===== src/rtl/spy_path_sampler.sv =====
// ============================================================================
// Module  : spy_path_sampler
// Brief   : Launch/capture controller for a chained spy delay path; counts
//           capture mismatches over a programmed number of trials.
// Rev     : 1.0 - initial release
// ============================================================================
`default_nettype none

module spy_path_sampler #(
    parameter int   CNT_W         = 16,
    parameter int   WAIT_W        = 8,
    parameter int   SETTLE_CYCLES = 16,
    parameter logic PATH_PARITY   = 1'b0
) (
    input  logic              clk,
    input  logic              rst,
    input  logic              start,
    input  logic [CNT_W-1:0]  trials,
    input  logic [WAIT_W-1:0] waitCycles,
    output logic              pathInput,
    input  logic              pathResult,
    output logic              busy,
    output logic              lastSample,
    output logic [CNT_W-1:0]  errCount,
    output logic              resultValid,
    input  logic              resultReady
);

    localparam int c_SETTLE_W = $clog2(SETTLE_CYCLES) + 1;
    localparam logic [c_SETTLE_W-1:0] c_SETTLE_LOAD = c_SETTLE_W'(SETTLE_CYCLES - 1);

    typedef enum logic [2:0] {
        S_IDLE    = 3'd0,
        S_LAUNCH  = 3'd1,
        S_WAIT    = 3'd2,
        S_CAPTURE = 3'd3,
        S_SETTLE  = 3'd4,
        S_REPORT  = 3'd5
    } state_t;

    state_t                state_q,      state_d;
    logic                  pathInput_q,  pathInput_d;
    logic                  lastSample_q, lastSample_d;
    logic [CNT_W-1:0]      errCount_q,   errCount_d;
    logic [CNT_W-1:0]      trials_q,     trials_d;
    logic [CNT_W-1:0]      trialCnt_q,   trialCnt_d;
    logic [WAIT_W-1:0]     waitLen_q,    waitLen_d;
    logic [WAIT_W-1:0]     waitCnt_q,    waitCnt_d;
    logic [c_SETTLE_W-1:0] settleCnt_q,  settleCnt_d;

    always_ff @(posedge clk or posedge rst) begin
        if (rst) begin
            state_q      <= S_IDLE;
            pathInput_q  <= 1'b0;
            lastSample_q <= 1'b0;
            errCount_q   <= '0;
            trials_q     <= '0;
            trialCnt_q   <= '0;
            waitLen_q    <= '0;
            waitCnt_q    <= '0;
            settleCnt_q  <= '0;
        end else begin
            state_q      <= state_d;
            pathInput_q  <= pathInput_d;
            lastSample_q <= lastSample_d;
            errCount_q   <= errCount_d;
            trials_q     <= trials_d;
            trialCnt_q   <= trialCnt_d;
            waitLen_q    <= waitLen_d;
            waitCnt_q    <= waitCnt_d;
            settleCnt_q  <= settleCnt_d;
        end
    end

    always_comb begin
        state_d      = state_q;
        pathInput_d  = pathInput_q;
        lastSample_d = lastSample_q;
        errCount_d   = errCount_q;
        trials_d     = trials_q;
        trialCnt_d   = trialCnt_q;
        waitLen_d    = waitLen_q;
        waitCnt_d    = waitCnt_q;
        settleCnt_d  = settleCnt_q;
        case (state_q)
            S_IDLE: begin
                if (start) begin
                    trials_d   = trials;
                    waitLen_d  = waitCycles;
                    errCount_d = '0;
                    trialCnt_d = '0;
                    state_d    = (trials == '0) ? S_REPORT : S_LAUNCH;
                end
            end
            S_LAUNCH: begin
                pathInput_d = ~pathInput_q;
                waitCnt_d   = waitLen_q;
                state_d     = S_WAIT;
            end
            S_WAIT: begin
                // Raw single-flop capture: metastability is part of what is measured.
                if (waitCnt_q == '0) begin
                    lastSample_d = pathResult;
                    state_d      = S_CAPTURE;
                end else begin
                    waitCnt_d = waitCnt_q - WAIT_W'(1);
                end
            end
            S_CAPTURE: begin
                if ((lastSample_q != (pathInput_q ^ PATH_PARITY)) && (errCount_q != '1)) begin
                    errCount_d = errCount_q + CNT_W'(1);
                end
                trialCnt_d  = trialCnt_q + CNT_W'(1);
                settleCnt_d = c_SETTLE_LOAD;
                state_d     = S_SETTLE;
            end
            S_SETTLE: begin
                if (settleCnt_q == '0) begin
                    state_d = (trialCnt_q == trials_q) ? S_REPORT : S_LAUNCH;
                end else begin
                    settleCnt_d = settleCnt_q - c_SETTLE_W'(1);
                end
            end
            S_REPORT: begin
                if (resultReady) begin
                    state_d = S_IDLE;
                end
            end
            default: state_d = S_IDLE;
        endcase
    end

    assign pathInput   = pathInput_q;
    assign lastSample  = lastSample_q;
    assign errCount    = errCount_q;
    assign busy        = (state_q != S_IDLE);
    assign resultValid = (state_q == S_REPORT);

endmodule

`default_nettype wire


===== config.mk =====
export PLATFORM = sky130hd
export DESIGN_NAME = spy_path_sampler
export DESIGN_NICKNAME = d
export VERILOG_FILES = /design/src/rtl/spy_path_sampler.sv
export SDC_FILE = /design/constraint.sdc
export NUM_CORES = 1
export LEC_CHECK = 0
export CORE_ASPECT_RATIO = 0.5
export CORE_MARGIN = 2
export CORE_UTILIZATION = 52
export CTS_BUF_LIST = sky130_fd_sc_hd__clkbuf_2 sky130_fd_sc_hd__clkbuf_4 sky130_fd_sc_hd__clkbuf_8
export DETAILED_ROUTE_END_ITERATION = 8
export HOLD_SLACK_MARGIN = 0.06
export PLACE_DENSITY = 0.79
export SETUP_SLACK_MARGIN = 0.4
export SYNTH_ARGS = -nofsm -noshare
export SYNTH_HDL_FRONTEND = slang
export SYNTH_SLANG_ARGS = --single-unit

===== constraint.sdc =====
create_clock -name clk -period 2.4 [get_ports clk]
set_input_delay 0.48 -clock clk [delete_from_list [all_inputs] [get_ports clk]]
set_output_delay 0.48 -clock clk [all_outputs]
set_load 0.02 [all_outputs]

[Yosys cells after proc, flatten, opt, wreduce, memory -nomap -nowiden]
Index checks and enable logic that the tools add are counted.
Word-level totals
  bits in registers: 74
  output and inout bits: 20
  word-level logic and storage cells: 60
Operators by class
  add/subtract/negate cells: 4
  eq/ne operators: 15
  multiplexer cells: 15
  bitwise gates (word level): 1
  reductions and logical operators: 16
Operators by type and width (number)
  case mux 16 bit (2 select lines): 2
  adder 16 x 1 -> 16 bit (second input constant): 2
  two-way mux 16 bit: 2
  two-way mux 3 bit: 6
  case mux 3 bit (6 select lines): 1
  equality test 16 bit: 1
  logical NOT 16 bit: 1
  != test 16 bit (second input constant): 1
  case mux 8 bit (2 select lines): 1
  != test 2 bit (second input constant): 6
  case mux 5 bit (2 select lines): 1
  AND reduction 2 bit: 5
  logical NOT 8 bit: 1
  two-way mux 8 bit: 1
  subtractor 8 x 1 -> 8 bit (second input constant): 1
  equality test 3 x 2 -> 1 bit (second input constant): 2
  equality test 3 bit (second input constant): 2
  nonzero test 2 bit: 3
  logical NOT 5 bit: 1
  two-way mux 5 bit: 1
  subtractor 5 x 1 -> 5 bit (second input constant): 1
  AND reduction 4 bit: 1
  equality test 3 x 1 -> 1 bit (second input constant): 1
  logical NOT 3 bit: 1
  6 further kinds: 6

[Longest topological paths before layout]
  depth in word-level cells: 4
  gate-level depth with buffers: 7

[Least setup slack after synthesis]
Ideal clock, no wire load.
  kind: register to register
  start point: register errCount_q[10], in the netlist errCount[10]
  end point: register errCount_q[0], in the netlist errCount[0]
  library setup time: 0.125 ns
  arrival time: 1.742 ns
  data required time: 2.275 ns
  path slack: 0.533 ns
  stages on the path, launching flop included: 5
  cell sequence: dfrtp_1 -> nand4_1 -> or4_1 -> and2_1 -> mux2_2
On the way
  cells in the longest elaborated chain, start to end: 4
Ends and longest elaborated chain
  from (decl): RTL line 44  | logic [CNT_W-1:0] errCount_q, errCount_d;
  from (signal assigned): RTL line 66  | errCount_q <= errCount_d;
  != test 16 bit: RTL line 110  | if ((lastSample_q != (pathInput_q ^ PATH_PARITY)) && (errCount_q != '1)) begin
  logical AND 1 bit: RTL line 110
  != test 2 bit (no source line)
  AND reduction 3 bit (no source line)
No other way between the ends.
A chain may end at the register's enable or synchronous reset.

[Final worst setup path]
  start point: register state_q[2]
  end point: register waitCnt_q[1]
On the way
  cells in the longest elaborated chain, start to end: 3
  elaborated cells between the ends (all ways): 6
  classes of those cells: 3 x eq/ne; 1 x mux; 2 x reduce/logical
Ends and longest elaborated chain
  from (decl): RTL line 41  | state_t state_q, state_d;
  from (signal assigned): RTL line 63  | state_q <= state_d;
  equality test 3 x 2 -> 1 bit or equality test 3 x 1 -> 1 bit (tied branches): RTL line 85  | case (state_q)
  != test 2 bit (no source line) or nonzero test 2 bit (tied branches)
  AND reduction 2 bit (no source line)
  to (signal assigned): RTL line 70  | waitCnt_q <= waitCnt_d;
  to (decl): RTL line 48  | logic [WAIT_W-1:0] waitCnt_q, waitCnt_d;
Parallel ways exist; a longest one is shown, timed or not.

==> impl_metrics.tcl <==
set metrics [dict create \
    synth_top_family_by_area "simple AND/OR/NAND/NOR gates" \
    path_class "reg -> reg" \
    hold_depth 2 \
    htree_levels 3 \
    cts_buffer_depth 2 \
    viasPerCell 5.68 \
    grtUsageTotal_pct 23.4 \
    row_count 21 \
    final_cell_mix "nand2_1 (99), dfrtp_1 (71), clkdlybuf4s50_1 (43), o21ai_0 (36), nor2_1 (33)" \
    yosysSeqAreaShare_pct 49.1 \
    synth-xor-area-share_pct 6.50 \
    synth_warnings 0 \
    antenna_found_initial 0 \
    dp_hpwl_mm 5.82 \
    hp-start "waitLen_q[1]$_DFFE_PP0P_" \
    die_h_um 64.2 \
    finalHoldViolCount 0 \
    worstMarginPinSlew_ns 0.628 \
    path_clk_slew_ns 0.08 \
    r2r-end "waitCnt_q[1]$_DFFE_PP0P_" \
    postSynthCellCount 427 \
    synth_top_area_share_pct 49.1 \
    drtAntennaViolNets 0 \
    rsz0062_at_grt "true" \
    rr_worst_depth 7 \
    synthArstFlopShare_pct 100 \
    layout_commonest_cell "nand2_1" \
    die_area_um2 8000 \
    cts_tree "yes" \
    grt_pass1_wl_mm 14.7 \
    p_per_area_nw_per_um2 1010 \
    avgSynthCellArea_um2 8.84 \
    gp_congestion 0.814 \
    hold_slack_ns 0.482 \
    synth_ff_type "dfrtp_1" \
    syn_area_um2 3770 \
    die_x_um 124 \
    cp.required_ns 2.65 \
    wirelength_mm 8.67 \
    ir_drop_mv 0.493 \
    whs_endpoint "waitLen_q[1]$_DFFE_PP0P_" \
    setup_viol 0 \
    cts_buffers 9 \
    cts_num_sinks 74 \
    synth_simple_gate_area_share_pct 26.7 \
    grt_overflow 0 \
    synthMuxAreaShare_pct 1.13 \
    fmax_ghz 0.515 \
    drtIter0Drc 403 \
    synth-edff-count 0 \
    num_io_pins 49 \
    status "complete, no violations" \
    layout_min_cycle_time_ns 1.94 \
    core_area_um2 6860 \
    initial_core_util_pct 55.0 \
    synth_nets 461 \
    yosysTopAreaCell "dfrtp_1" \
    ys_types 43 \
    slew_headroom_pct 57.8 \
    grt_pass1_vias 3087 \
    synth-compound-area-share_pct 11.7 \
    nFillCells 570 \
    finClkSkew_ns 0.00618 \
    cp-start-kind "flip-flop" \
    fin_setup_tns_ns 0 \
    remaining_drc_errors 0 \
    fin_crit_sh_pct 81.0 \
    synthAdderAreaFrac_pct 1.66 \
    area_growth_pct 24.8 \
    seq_area_um2 1860 \
    root_buffer "clkbuf_8" \
    hold_class "reg -> reg" \
    diodes 0 \
    max_cap_viol_count 0 \
    synth_area_leaders "dfrtp_1 (49%), nand2_1 (9.8%), o21ai_0 (4.9%), xnor2_1 (4.9%), nor2_1 (3.5%)" \
    grt_max_degree 75 \
    layout-drive-gt1-share_pct 11.5 \
    cts_hold_buf 0 \
    critical_path_arrival_ns 2.19 \
    wl_per_cell_um 15.0 \
    ys_ff_latch 74 \
    crit_fanout 15 \
    leakage_nw 2.08 \
    rrSetupSlack_ns 0.46 \
    maxSlewViolCount 0 \
    cp-end-kind "flip-flop" \
    multiInputGateArea_um2 1870 \
    io_buffer_count 48 \
    dr_total_vias 3294 \
    clk_latency_ns 0.36 \
    dr.pass1.iters 5 \
    layout.nets 517 \
    regToRegStartpoint "state_q[2]$_DFFE_PP0P_" \
]
[power by group]
group	total [W]	switching, W	internal (W)
combinational	0.00184	0.00105	0.000788
sequential	0.00192	0.000323	0.00160
clock	0.000999	0.000468	0.000531
[layer usage]
layer  part of all wire, %  GRT usage, %
met5                     0             0
met4                   1.2          7.87
met3                   5.5          7.20
met2                    45          35.7
met1                    48          32.2
[final cells by class]
cell class,instances,share of cell area [%]
inverter,10,0.876
timing repair buffer,64,13.3
clock inverter,5,1.12
sequential,74,39.4
clock buffer,11,3.21
multi-input combinational,324,39.7
tap,92,2.44
[synthesized netlist by cell type, types with 2 or more instances]
library cell	n
nor4_1	8
dfrtp_1	74
o21ai_0	37
nor3b_1	2
nor4_2	2
ha_1	5
nand3_1	17
clkbuf_1	12
xnor2_1	21
nor3_1	12
nand2b_1	3
and2_1	2
mux2_2	2
o211ai_1	3
a21oi_1	12
buf_1	3
mux2i_1	2
or3b_2	2
buf_4	2
o31ai_1	3
inv_1	10
o311a_1	2
xor2_1	7
a211oi_1	3
nand2_1	99
a22oi_1	2
nor2_1	35
nand4_1	15
a31oi_1	9
and3_1	4
or4_1	5
[cell families (layout without fill, tap and decap cells)]
logic type / count (synthesis) / in the layout
mux: 4 / 4
simple gates: 212 / 212
buf+inv: 29 / 90
fa+ha+maj: 5 / 5
compound gates: 75 / 75
xor+xnor: 28 / 28
flops: 74 / 74
[how the worst max path moves through the flow]
| stage | start | endpoint | slack (ns) | cells past startpoint |
|---|---|---|---|---|
| detailed placement | trials[15] | state_q[2]$_DFFE_PP0P_ | 0.17 | 6 |
| finish | state_q[2]$_DFFE_PP0P_ | waitCnt_q[1]$_DFFE_PP0P_ | 0.46 | 7 |
| CTS | state_q[2]$_DFFE_PP0P_ | state_q[2]$_DFFE_PP0P_ | 0.40 | 7 |
| floorplan | errCount[10]$_DFFE_PP0P_ | errCount[0]$_DFFE_PP0P_ | 0.53 | 4 |
| global placement | trials[15] | state_q[2]$_DFFE_PP0P_ | 0.21 | 6 |
| global route | state_q[2]$_DFFE_PP0P_ | waitCnt_q[1]$_DFFE_PP0P_ | 0.35 | 7 |
[through the flow]
stage	std cells	instance area [um^2]	utilization (%)	setup WS (ns)	total power (W)
6_report	580	4710	68.7	0.457	0.00476
5_1_grt	580	4710	68.7	0.349	0.00511
3_5_place_dp	558	4390	64.0	0.172	0.00367
3_3_place_gp	558	4390	64.0	0.214	0.00360
4_1_cts	577	4630	67.5	0.397	0.00471
2_1_floorplan	427	3780	-	0.533	0.00311
[repair_timing]
action	in CTS	in global routing
setup endpoints to repair	13	29
gates resized for setup	8	16
setup buffers	3	3
pin swaps	0	4
[worst max-delay path, cell delays in order (launching register included)]
cell      delay, ns
dfrtp_2        0.42
buf_4          0.17
or3b_2         0.52
a31oi_4        0.19
nor2_1         0.07
buf_4          0.18
a211oi_1       0.23
a21oi_1        0.06
[registers in the layout (all words and copies together), names as in the netlist]
register,flops
trialCnt_q,16
state_q,3
trials_q,16
waitCnt_q,8
errCount,16
lastSample,1
pathInput,1
settleCnt_q,5
waitLen_q,8
(Power assumes the default switching activity.)
